## src/rtl/decode_execute_skid_register.sv

```systemverilog
// Decode/execute pipeline register with a 2-entry skid buffer.
// Registered ready, flush with bubble insertion, saturating perf counters.
module decode_execute_skid_register #(
  parameter int                 CTRL_W      = 14,
  parameter int                 PAYLOAD_W   = 116,
  parameter logic [CTRL_W-1:0]  BUBBLE_CTRL = '0,
  parameter int                 CNT_W       = 16
) (
  input  logic                 clk_i,
  input  logic                 rst_i,
  input  logic                 in_valid_i,
  output logic                 in_ready_o,
  input  logic [CTRL_W-1:0]    ctrl_i,
  input  logic [PAYLOAD_W-1:0] payload_i,
  input  logic                 flush_i,
  output logic                 out_valid_o,
  input  logic                 out_ready_i,
  output logic [CTRL_W-1:0]    ctrl_o,
  output logic [PAYLOAD_W-1:0] payload_o,
  output logic [1:0]           occupancy_o,
  output logic [CNT_W-1:0]     stall_cnt_o,
  output logic [CNT_W-1:0]     flush_cnt_o
);

  typedef enum logic [1:0] {
    EMPTY = 2'd0,
    ONE   = 2'd1,
    FULL  = 2'd2
  } state_t;

  state_t state_q, state_d;

  logic                 in_ready_q;
  logic                 in_ready_d;
  logic [CTRL_W-1:0]    main_ctrl_q, main_ctrl_d;
  logic [PAYLOAD_W-1:0] main_pay_q, main_pay_d;
  logic [CTRL_W-1:0]    skid_ctrl_q, skid_ctrl_d;
  logic [PAYLOAD_W-1:0] skid_pay_q, skid_pay_d;
  logic [CNT_W-1:0]     stall_q;
  logic [CNT_W-1:0]     flush_q;

  logic accept;
  logic fire;
  logic stall;

  assign out_valid_o = (state_q != EMPTY);
  assign accept      = in_valid_i & in_ready_q & ~flush_i;
  assign fire        = out_valid_o & out_ready_i;
  assign stall       = out_valid_o & ~out_ready_i;

  // State encoding doubles as the entry count.
  assign occupancy_o = state_q;
  assign in_ready_o  = in_ready_q;
  assign ctrl_o      = out_valid_o ? main_ctrl_q : BUBBLE_CTRL;
  assign payload_o   = main_pay_q;
  assign stall_cnt_o = stall_q;
  assign flush_cnt_o = flush_q;

  always_comb begin
    state_d     = state_q;
    main_ctrl_d = main_ctrl_q;
    main_pay_d  = main_pay_q;
    skid_ctrl_d = skid_ctrl_q;
    skid_pay_d  = skid_pay_q;
    if (flush_i) begin
      // Data is kept; only occupancy collapses.
      state_d = EMPTY;
    end else begin
      unique case (state_q)
        EMPTY: begin
          if (accept) begin
            state_d     = ONE;
            main_ctrl_d = ctrl_i;
            main_pay_d  = payload_i;
          end
        end
        ONE: begin
          if (accept && fire) begin
            main_ctrl_d = ctrl_i;
            main_pay_d  = payload_i;
          end else if (accept) begin
            state_d     = FULL;
            skid_ctrl_d = ctrl_i;
            skid_pay_d  = payload_i;
          end else if (fire) begin
            state_d = EMPTY;
          end
        end
        FULL: begin
          if (fire) begin
            state_d     = ONE;
            main_ctrl_d = skid_ctrl_q;
            main_pay_d  = skid_pay_q;
          end
        end
        default: state_d = EMPTY;
      endcase
    end
    in_ready_d = (state_d != FULL);
  end

  always_ff @(posedge clk_i or posedge rst_i) begin
    if (rst_i) begin
      state_q     <= EMPTY;
      in_ready_q  <= 1'b1;
      main_ctrl_q <= '0;
      main_pay_q  <= '0;
      skid_ctrl_q <= '0;
      skid_pay_q  <= '0;
    end else begin
      state_q     <= state_d;
      in_ready_q  <= in_ready_d;
      main_ctrl_q <= main_ctrl_d;
      main_pay_q  <= main_pay_d;
      skid_ctrl_q <= skid_ctrl_d;
      skid_pay_q  <= skid_pay_d;
    end
  end

  always_ff @(posedge clk_i or posedge rst_i) begin
    if (rst_i) begin
      stall_q <= '0;
      flush_q <= '0;
    end else begin
      if (stall && !(&stall_q))
        stall_q <= stall_q + CNT_W'(1);
      if (flush_i && !(&flush_q))
        flush_q <= flush_q + CNT_W'(1);
    end
  end

endmodule

```

## config.mk

```make
export PLATFORM = sky130hd
export DESIGN_NAME = decode_execute_skid_register
export DESIGN_NICKNAME = d
export VERILOG_FILES = /design/src/rtl/decode_execute_skid_register.sv
export SDC_FILE = /design/constraint.sdc
export NUM_CORES = 1
export LEC_CHECK = 0
export ABC_AREA = 1
export ABC_CLOCK_PERIOD_IN_PS = 26200
export CORE_MARGIN = 1
export CORE_UTILIZATION = 35
export CTS_CLUSTER_SIZE = 10
export DETAILED_ROUTE_END_ITERATION = 8
export PLACE_DENSITY = 0.61
export SYNTH_ARGS = -nofsm -noshare
export SYNTH_HDL_FRONTEND = slang
export SYNTH_SLANG_ARGS = --single-unit
```

## constraint.sdc

```tcl
create_clock -name clk_i -period 26.2 [get_ports clk_i]
set_input_delay 5.24 -clock clk_i [delete_from_list [all_inputs] [get_ports clk_i]]
set_output_delay 5.24 -clock clk_i [all_outputs]
set_load 0.05 [all_outputs]
```

# After elaboration in Yosys (flattened, before gate mapping)
# Cells that the tools add are included.
[word_totals]
reg_bits = 295
input_bits = 135
[classes]
reduce_logical = 12
bitwise = 7
addsub = 2
eq_ne = 6
muxes = 16
[ops]
columns = ["op", "count"]
rows = [
  ["$mux 116", 3],
  ["$pmux 116 s3", 1],
  ["$mux 14", 4],
  ["$pmux 14 s3", 1],
  ["$add 16x1->16 const B", 2],
  ["$reduce_and 16->1", 2],
  ["$mux 2", 6],
  ["$ne 2x2->1 const B", 4],
  ["$pmux 2 s3", 1],
  ["$reduce_and 5->1", 1],
  ["$and 1x1->1", 4],
  ["$reduce_and 4->1", 1],
  ["$logic_and 1x1->1", 3],
  ["$not 1->1", 3],
  ["$reduce_bool 3->1", 1],
  ["$eq 2x1->1 const B", 1],
  ["$eq 2x2->1 const B", 1],
  ["$logic_not 1->1", 2],
  ["$logic_not 2->1", 1],
  ["$reduce_bool 2->1", 1],
]

# Logic depth before layout (Yosys ltp)
# Gate-level depths: netlist of run 1.
[logic_depth]
ltp_word = 8
mapped_depth = 10
mapped_depth_nobuf = 9

# Worst setup path after synthesis of run 1
# OpenSTA, ideal clock, no wires.
[synth_path]
path_kind = "reg-to-output"
startpoint = "reg state_q[1] (netlist: occupancy_o[1])"
endpoint = "out ctrl_o[10]"
slack_ns = 19.253
path_buffers = 1
arrival_time_ns = 1.707
required_time_ns = 20.960
stages_incl_launch_ff = 4
path_cell_list = "dfrtp_1 > nor2_2 > clkbuf_1 > nor2_1"
[synth_between]
elab_chain_len = 2
[synth_lines]
columns = ["element", "line", "rtl"]
rows = [
  ["start: declaration", "31", "state_t state_q, state_d;"],
  ["start signal: assignment", "111", "state_q <= state_d;"],
  ["$reduce_bool 2->1", "46", "assign out_valid_o = (state_q != EMPTY);"],
  ["$mux 14", "54", "assign ctrl_o = out_valid_o ? main_ctrl_q : BUBBLE_CTRL;"],
  ["end: declaration", "18", "output logic [CTRL_W-1:0] ctrl_o,"],
]
# No other way between the ends.

# Worst setup path after layout of run 1
[layout_path]
startpoint = "reg state_q[1] (netlist: occupancy_o[1])"
endpoint = "out ctrl_o[2]"
# The elaborated chain is that of the path after synthesis.

==> results of run 1 <==
## layout by cell type, fill, tap and decap left out, types with 2 or more instances in the layout
cell	Yosys	routed
nand2_1	537	537
o21ai_0	397	397
clkdlybuf4s50_1	0	300
dfrtp_1	294	294
inv_1	175	174
nor2_1	52	52
clkbuf_16	0	38
nand3_1	16	16
o21ai_1	12	12
nand4_1	11	11
xnor2_1	9	9
clkbuf_1	35	8
buf_4	4	6
nand2_8	0	3
xor2_1	3	3
ha_1	2	2
clkbuf_8	0	2
## metrics by stage
stage	worst slack, ns	hold WS [ns]
after floorplan	12.81	0.4479
after global placement	17.88	0.4605
after detailed placement	17.85	0.4676
after CTS	18.30	0.4810
after global routing	18.08	0.4948
final	18.37	0.4754
## report_power, final
group          internal [uW]  total (uW)  switching, uW
Sequential               550         608           57.9
Combinational            136         393            257
Clock                    266         446            179
## cell type report
type	count	area share, %
inverters	176	3.846
clock buffers	48	5.805
well taps	468	3.371
repair buffers	306	17.55
clock inverters	2	0.1441
flip-flops and latches	295	42.50
multi-input cells	1050	26.79
## layer usage
layer  GRT usage (%)  up-vias  wire length [um]
li1                -     5578                 -
met1           23.55     5048             15540
met2           26.81      273             14990
met3           3.851       50              1955
met4           5.324        2               830
met5               0        -                12
## sequential cells by signal, summed over array words and instances (netlist names)
register,cells
skid_pay_q,116
in_ready_o,1
main_ctrl_q,14
flush_cnt_o,16
occupancy_o,2
payload_o,116
skid_ctrl_q,14
stall_cnt_o,16
## tightest hold or removal path, delay by kind of cell (launching register included)
kind               cells  cell delay, ns
AOI/OAI and AO/OA      1            0.06
DFF                    1            0.33
and+or+nand+nor        1            0.05
## logic make-up after synthesis
logic type,Yosys count,synth area share [%]
simple gates,624,18.33
flops,295,56.13
fa+ha+maj,2,0.1902
buf+inv,266,8.808
compound gates,412,15.74
xor+xnor,12,0.7991
## worst paths after layout
kind                                     start        endpoint  cells after the start
min in group asynchronous                rst_i  stall_cnt_o[6]                      2
worst min register to register  skid_pay_q[44]  skid_pay_q[44]                      2
worst max-delay path            occupancy_o[1]       ctrl_o[2]                      3
worst min-delay path            skid_pay_q[44]  skid_pay_q[44]                      2
worst max register to register  occupancy_o[1]  payload_o[111]                      7
max in group asynchronous                rst_i  skid_pay_q[82]                      4
==> impl_metrics.csv, run 1 <==
group,metric,value,unit
logic_synthesis,async_flop_share,100.0,%
logic_synthesis,yosys.area.top_type,"dfrtp_1",
global_route,grt_max_degree,153,
floorplanning,ios,301,
floorplanning,initial_core_util,35.76,%
power,irDropWorstVdd,0.04569,mV
worst_setup_path,end_kind,"primary output",
timing,setup_tns,0,ns
finish,final_util,47.22,%
finish,layout.nets,2002,
logic_synthesis,syn-cell-area,0.01315,mm^2
routing,drc,0,
timing,setup_viol,0,
worst_setup_path,crit_family,"simple AND/OR/NAND/NOR gates",
logic_synthesis,avgSynthCellArea,8.165,um^2
global_route,grt_usage,17.11,%
worst_setup_path,path_max_fanout,17,
worst_setup_path,required,20.96,ns
logic_synthesis,synth.most_common_cell,"nand2_1",
routing,drt_iter0_markers,669,
logic_synthesis,yosysSeqAreaShare,56.13,%
worst_setup_path,max_stage_delay,0.75,ns
timing,slew_viol_final,0,
floorplanning,die_w,195.9,um
global_route,antenna_found_initial,1,
worst_setup_path,crit_type,"register to primary output",
timing,relSlewSlack,19.47,%
timing,fin_crit,7.835,ns
floorplanning,die_h,195.9,um
finish,postLayoutCellArea,0.01737,mm^2
worst_setup_path,reg2reg_slack,22.74,ns
global_route,grt_pass1_vias,10370,
worst_setup_path,critical_path.startpoint_type,"register",
logic_synthesis,yosys_warnings,0,
timing,timing.final.crit_share,29.90,%
finish,multi_input_area,0.004653,mm^2
finish,drive_gt1_share,3.090,%
placement,dpl.cell_count,2295,
routing,first_pass_iters,5,
logic_synthesis,synthCells,1611,
min_path,hold_path_class,"register to register",
finish,finalNonFillerCells,2345,
flow_run,maxCapViolCount,0,
worst_setup_path,slowest_stage,"clkdlybuf4s50_1",
logic_synthesis,yosys.area.top_type_share,55.93,%
floorplanning,rows,70,
finish,syn2layout_area_growth,32.07,%
timing,tightest_slew,1.204,ns
global_route,overflow,0,
timing,rsz0062_at_grt,"no",
worst_setup_path,crit_buf_inv,1,
logic_synthesis,ys_top_cells_by_count,"nand2_1 (537), o21ai_0 (397), dfrtp_1 (294)",
global_route,grt_pass1_wl,53740,um
floorplanning,core,0.03679,mm^2
timing,max_freq,127.6,MHz
status,status,"finished clean",
power,power.leakage,0.008416,uW
logic_synthesis,ys_ff_latch,295,
finish,regArea,0.007383,mm^2
cts,clk_path_buf_depth,3,
power,total_power,1446,uW
routing,viasPerCell,4.670,
routing,antenna_left,0,
cts,cts_root_buffer,"clkbuf_16",
timing,hold_viol_final,0,
logic_synthesis,synth_flop_cell,"dfrtp_1",
cts,cts_buffers,36,
cts,postCtsHoldBufs,0,
floorplanning,die-area,0.03836,mm^2
logic_synthesis,synth_edf_count,0,
worst_setup_path,worstPathCellList,"nor2_2, nor2_1, clkdlybuf4s50_1",
logic_synthesis,synth.distinct_cells,25,
routing,wl_per_cell,14.21,um
logic_synthesis,syn-num-nets,1748,
cts,clock_sinks,295,
finish,antenna_cells,0,
timing,clock_skew,0.01731,ns
logic_synthesis,ys_top_cells_by_area,"dfrtp_1 (56%), nand2_1 (15%), o21ai_0 (15%)",
placement,dpl_cell_area,0.01634,mm^2
cts,clk_pin_slew_worst_paths,0.05,ns
cts,postCtsSetupBuffers,0,
placement,portBuffers,300,
cts,ctsHtreeMaxLevel,2,
placement,gp_congestion,0.7964,
worst_setup_path,critPathArrivalTime,2.60,ns
placement,dpl.hpwl,21870,um
cts,cts_tree,"yes",
cts,clkLatencyLatePin,0.50,ns
power,p_per_area,83.25,mW/mm^2
finish,nFillCells,3604,
routing,wl,33330,um
routing,vias,10950,
cts,postCtsResizedCells,0,
Power figures use the tool's default switching activity.
==> run 2: changes to the inputs <==
--- a/config.mk
+++ b/config.mk
@@ -6,12 +6,12 @@
 export NUM_CORES = 1
 export LEC_CHECK = 0
 export ABC_AREA = 1
-export ABC_CLOCK_PERIOD_IN_PS = 26200
+export ABC_CLOCK_PERIOD_IN_PS = 7100
 export CORE_MARGIN = 1
 export CORE_UTILIZATION = 35
 export CTS_CLUSTER_SIZE = 10
 export DETAILED_ROUTE_END_ITERATION = 8
-export PLACE_DENSITY = 0.61
+export PLACE_DENSITY = 0.63
 export SYNTH_ARGS = -nofsm -noshare
 export SYNTH_HDL_FRONTEND = slang
 export SYNTH_SLANG_ARGS = --single-unit
==> constraint.sdc (replaced) <==
create_clock -name clk_i -period 7.1 [get_ports clk_i]
set_input_delay 1.42 -clock clk_i [delete_from_list [all_inputs] [get_ports clk_i]]
set_output_delay 1.42 -clock clk_i [all_outputs]
set_load 0.05 [all_outputs]
==> run 2 against run 1 <==
Net effect:
- sequential power increased to 3.7 times the previous value
- routed wire length decreased by 1.3%
- final cell count about the same
- core utilization about the same
- power increased to 3.7 times the previous value
- clock skew decreased by 0.0030 ns
- via count decreased by 0.32%
- global-route usage about the same
- register-to-register slack got worse by 19 ns
- critical path type unchanged
- highest routed layer unchanged
==> impl_metrics.csv, run 2 (synthesis gave the netlist of run 1 again) <==
group,metric,value,unit
floorplanning,initial_core_util,35.76,%
timing,whs,0.4756,ns
routing,viasPerCell,4.651,
timing,slew_viol_final,0,
routing,drt_iter0_markers,699,
floorplanning,ios,301,
global_route,grt_pass1_wl,53890,um
worst_setup_path,path_max_fanout,17,
timing,tightest_slew,1.174,ns
worst_setup_path,crit_buf_inv,1,
timing,relSlewSlack,21.45,%
floorplanning,die_w,195.9,um
worst_setup_path,r2r_start,"occupancy_o[1]",
finish,postLayoutCellArea,0.01736,mm^2
global_route,use_met3,4.813,%
power,internal_power,3491,uW
worst_setup_path,required,5.68,ns
flow_run,maxCapViolCount,0,
worst_setup_path,crit_family,"simple AND/OR/NAND/NOR gates",
floorplanning,core,0.03679,mm^2
worst_setup_path,crit_type,"register to primary output",
finish,syn2layout_area_growth,31.96,%
power,switchingPower,1827,uW
min_path,hold_path_class,"register to register",
worst_setup_path,cp-startpoint,"occupancy_o[1]",
power,power_switching_share,34.36,%
worst_setup_path,critPathArrivalTime,2.66,ns
power,clockPowerShare,30.6,%
worst_setup_path,worstPathCellList,"nor2_2, nor2_1, clkdlybuf4s50_1",
routing,wl,32890,um
power,irDropWorstVdd,0.1836,mV
power,combPwrFrac,27.2,%
timing,setup_tns,0,ns
cts,cts_root_buffer,"clkbuf_16",
timing,setup_viol,0,
floorplanning,rows,70,
cts,clk_pin_slew_worst_paths,0.05,ns
placement,portBuffers,300,
routing,first_pass_iters,5,
cts,cts_tree,"yes",
cts,ctsHtreeMaxLevel,2,
floorplanning,die_h,195.9,um
min_path,hp-start,"skid_pay_q[103]",
cts,clk_path_buf_depth,3,
global_route,grt_max_degree,181,
cts,clkLatencyLatePin,0.51,ns
floorplanning,die-area,0.03836,mm^2
power,p_per_area,306.4,mW/mm^2
global_route,grt_use_met2,25.93,%
timing,rsz0062_at_grt,"no",
routing,wl_per_cell,14.01,um
placement,dpl.hpwl,21120,um
timing,fin_crit,4.083,ns
cts,postCtsSetupBuffers,0,
global_route,overflow,0,
routing,vias,10920,
global_route,grt_pass1_vias,10420,
global_route,top_usage_layer,"met2",
worst_setup_path,max_stage_delay,0.75,ns
timing,max_freq,244.9,MHz
cts,postCtsResizedCells,0,
worst_setup_path,critical_path.startpoint_type,"register",
power,power.leakage,0.008404,uW
finish,layout_commonest_cell,"nand2_1",
finish,final_cell_mix,"nand2_1 (537), o21ai_0 (397), clkdlybuf4s50_1 (300)",
routing,drc,0,
worst_setup_path,slowest_stage,"clkdlybuf4s50_1",
cts,postCtsHoldBufs,0,
power,total_power,5319,uW
cts,cts_buffers,36,
placement,dpl_cell_area,0.01635,mm^2
power,seqPwrFrac,42.2,%
global_route,antenna_found_initial,3,
routing,antenna_left,0,
status,status,"finished clean",
finish,layout.nets,2002,
timing,clock_skew,0.01434,ns
timing,hold_viol_final,0,
placement,gp_congestion,0.8269,
finish,drive_gt1_share,3.090,%
global_route,grt_usage,17.13,%
worst_setup_path,end_kind,"primary output",
global_route,grt.met1_usage,23.60,%
cts,clock_sinks,295,
timing,timing.final.crit_share,57.50,%
[run 2: stage by stage]
stage / util (%) / cells / setup WS (ns)
after global placement: 44.44 / 2295 / 3.063
after detailed placement: 44.44 / 2295 / 2.968
after CTS: 47.17 / 2345 / 2.954
after global routing: 47.18 / 2346 / 2.896
after floorplan: - / 1611 / 1.764
final: 47.19 / 2347 / 3.017
[run 2: layer usage]
metal  part of all wire, %  vias to the layer above  routed length [um]
met5                 0.027                        -                   9
li1                      -                     5582                   -
met2                    44                      272               14410
met1                    47                     5002               15400
met4                   2.5                        2                 821
met3                   6.8                       58                2247
[run 2: area by class of cell]
cell class | count | area (um^2)
diodes | 2 | 5.005
clock buffers | 47 | 983.4
clock inverters | 3 | 22.52
fillers | 3558 | 19430
inverters | 176 | 664.4
multi-input cells | 1050 | 4653
flip-flops and latches | 295 | 7383
well taps | 468 | 585.6
repair buffers | 306 | 3060
[run 2: power groups by stage]
stage	logic (uW)	clock network [uW]	registers (uW)
3_3_place_gp	1440	0	2260
3_5_place_dp	1460	0	2270
6_report	1450	1630	2250
4_1_cts	1460	1690	2250
2_1_floorplan	428	0	2750
5_1_grt	1570	1740	2290
[run 2: worst paths after layout]
kind / endpoint / slack [ns] / cells after the start
worst max-delay path: ctrl_o[10] / 3.02 / 3
worst min-delay path: skid_pay_q[103] / 0.48 / 2
worst max register to register: payload_o[93] / 3.93 / 7
worst min register to register: skid_pay_q[103] / 0.48 / 2
max in group asynchronous: skid_pay_q[91] / 4.27 / 4
min in group asynchronous: stall_cnt_o[1] / 1.17 / 2
[run 2: worst register-to-register path, cell delays in order, from the launching register on]
cell,delay [ns]
dfrtp_1,0.48
nor2_2,0.73
nand2_1,0.10
nand2_1,0.10
nor2_1,0.09
nand2_8,0.59
buf_4,0.73
o21ai_0,0.20
==> run 3: changes to the inputs <==
--- a/config.mk
+++ b/config.mk
@@ -6,7 +6,7 @@
 export NUM_CORES = 1
 export LEC_CHECK = 0
 export ABC_AREA = 1
-export ABC_CLOCK_PERIOD_IN_PS = 7100
+export ABC_CLOCK_PERIOD_IN_PS = 3500
 export CORE_MARGIN = 1
 export CORE_UTILIZATION = 35
 export CTS_CLUSTER_SIZE = 10
==> constraint.sdc (replaced) <==
create_clock -name clk_i -period 3.5 [get_ports clk_i]
set_input_delay 0.7 -clock clk_i [delete_from_list [all_inputs] [get_ports clk_i]]
set_output_delay 0.7 -clock clk_i [all_outputs]
set_load 0.05 [all_outputs]
==> run 3 against run 2 <==
Net effect:
- count of clock-buffer cells in the layout increased by 3
- clock power increased by 120%
- power increased by 110%
- flip-flop and latch count unchanged
- clock skew increased by 0.0014 ns
- worst setup slack got worse by 2.8 ns
- critical endpoint is now ctrl_o[6]
- largest cell class unchanged
==> impl_metrics.csv, run 3 (synthesis gave the netlist of run 1 again) <==
group,metric,value,unit
worst_setup_path,worstPathCellList,"nor2_2, nor2_1, clkdlybuf4s50_1",
timing,timing.final.crit_share,93.60,%
cts,postCtsHoldBufs,0,
worst_setup_path,worstRegToRegCells,7,
timing,fin_crit,3.276,ns
worst_setup_path,timing.rr.end,"payload_o[90]",
power,p_per_area,627.4,mW/mm^2
routing,wl_per_cell,14.18,um
cts,ctsHtreeMaxLevel,2,
cts,clkLatencyLatePin,0.52,ns
placement,dpl.hpwl,21900,um
global_route,grt_pass1_wl,53760,um
global_route,antenna_found_initial,3,
flow_run,maxCapViolCount,0,
floorplanning,die-area,0.03836,mm^2
cts,cts_tree,"yes",
cts,postCtsResizedCells,0,
floorplanning,initial_core_util,35.76,%
cts,cts_root_buffer,"clkbuf_16",
finish,layout_commonest_cell,"nand2_1",
placement,dpl_cell_area,0.01649,mm^2
timing,setup_viol,0,
cts,postCtsSetupBuffers,0,
timing,max_freq,305.2,MHz
min_path,hold_depth,2,
worst_setup_path,required,2.80,ns
status,status,"finished clean",
routing,first_pass_iters,8,
placement,portBuffers,300,
floorplanning,ios,301,
worst_setup_path,r2r_start,"occupancy_o[1]",
global_route,grt_usage,17.18,%
worst_setup_path,slowest_stage,"clkdlybuf4s50_1",
global_route,grt_max_degree,134,
finish,final_cell_mix,"nand2_1 (537), o21ai_0 (397), clkdlybuf4s50_1 (300)",
floorplanning,core,0.03679,mm^2
worst_setup_path,critPathArrivalTime,2.58,ns
worst_setup_path,reg2reg_slack,1.01,ns
timing,tightest_slew,1.135,ns
routing,wl,33450,um
worst_setup_path,end_kind,"primary output",
cts,clk_pin_slew_worst_paths,0.05,ns
worst_setup_path,critical_path.startpoint_type,"register",
cts,clock_sinks,295,
power,irDropWorstVdd,0.3603,mV
placement,gp_congestion,0.8423,
worst_setup_path,path_max_fanout,17,
timing,rsz0062_at_grt,"no",
min_path,hold_path_class,"register to register",
timing,clock_skew,0.01572,ns
cts,clk_path_buf_depth,3,
worst_setup_path,max_stage_delay,0.75,ns
timing,slew_viol_final,0,
routing,drc,0,
power,power.leakage,0.008524,uW
routing,viasPerCell,4.709,
finish,layout.nets,2011,
finish,drive_gt1_share,3.757,%
finish,postLayoutCellArea,0.01760,mm^2
routing,vias,11110,
min_path,hp-start,"skid_pay_q[1]",
timing,setup_tns,0,ns
global_route,grt_pass1_vias,10300,
timing,hold_viol_final,0,
finish,syn2layout_area_growth,33.81,%
worst_setup_path,crit_type,"register to primary output",
routing,antenna_left,0,
worst_setup_path,crit_buf_inv,1,
floorplanning,rows,70,
floorplanning,die_w,195.9,um
floorplanning,die_h,195.9,um
global_route,overflow,0,
worst_setup_path,crit_family,"simple AND/OR/NAND/NOR gates",
min_path,worst_hold_path.endpoint,"skid_pay_q[1]",
timing,relSlewSlack,24.32,%
cts,cts_buffers,37,
routing,drt_iter0_markers,792,
-- run 3: cell count changes in the layout (fill, tap and decap cells not counted) --
cell | before | now
buf_12 | 1 | 8
buf_4 | 5 | 6
bufinv_16 | 0 | 1
clkbuf_8 | 2 | 5
clkinv_8 | 0 | 2
inv_6 | 2 | 1
-- run 3: worst max-delay path by stage --
stage | startpoint | endpoint | slack (ns) | cells after the start
2_1_floorplan | rst_i | flush_cnt_o[0] | -1.12 | 1
3_3_place_gp | flush_i | skid_pay_q[14] | 0.72 | 7
3_5_place_dp | flush_i | skid_pay_q[21] | 0.66 | 7
4_1_cts | occupancy_o[1] | ctrl_o[10] | 0.16 | 3
5_1_grt | occupancy_o[1] | ctrl_o[10] | 0.09 | 3
6_report | occupancy_o[1] | ctrl_o[6] | 0.22 | 3
-- run 3: final cells by class --
cell class,count,area [um^2]
Sequential cell,295,7383
Fill cell,3520,19180
Tap cell,468,585.6
Clock buffer,50,1025
Timing Repair Buffer,314,3208
Inverter,176,664.4
Clock inverter,5,76.32
Antenna cell,2,5.005
Multi-Input combinational cell,1050,4653
-- run 3: per-stage QoR --
| stage | instances | hold slack, ns | setup WS (ns) | power (uW) | utilization, % |
|---|---|---|---|---|---|
| after detailed placement | 2303 | 0.4679 | 0.6649 | 7586 | 44.84 |
| after CTS | 2358 | 0.4813 | 0.1639 | 11180 | 47.83 |
| after global placement | 2303 | 0.4601 | 0.7172 | 7523 | 44.84 |
| after global routing | 2360 | 0.4956 | 0.08876 | 11620 | 47.85 |
| after floorplan | 1611 | 0.4479 | -1.116 | 6455 | - |
| final | 2360 | 0.4766 | 0.2239 | 11040 | 47.85 |
-- run 3: per-layer routing --
metal,track usage (%),vias to the layer above,share of wire (%)
met5,0,-,0.036
met4,6.453,2,3.1
met3,3.421,67,6.1
met2,25.97,338,44
met1,24.31,5092,47
li1,-,5614,-
-- run 3: tightest hold or removal path, delay by kind of cell, from the launching register on --
kind             cells  cell delay, ns
AND/OR/NAND/NOR      1            0.05
flip-flops           1            0.33
AO/OA/AOI/OAI        1            0.06
-- run 3: where the power goes --
part	switching (uW)	internal [uW]	leakage, uW
combinational	1920	1030	0.00423
sequential	448	4120	0.00376
clock	1420	2110	0.000538
total	3790	7260	0.00852
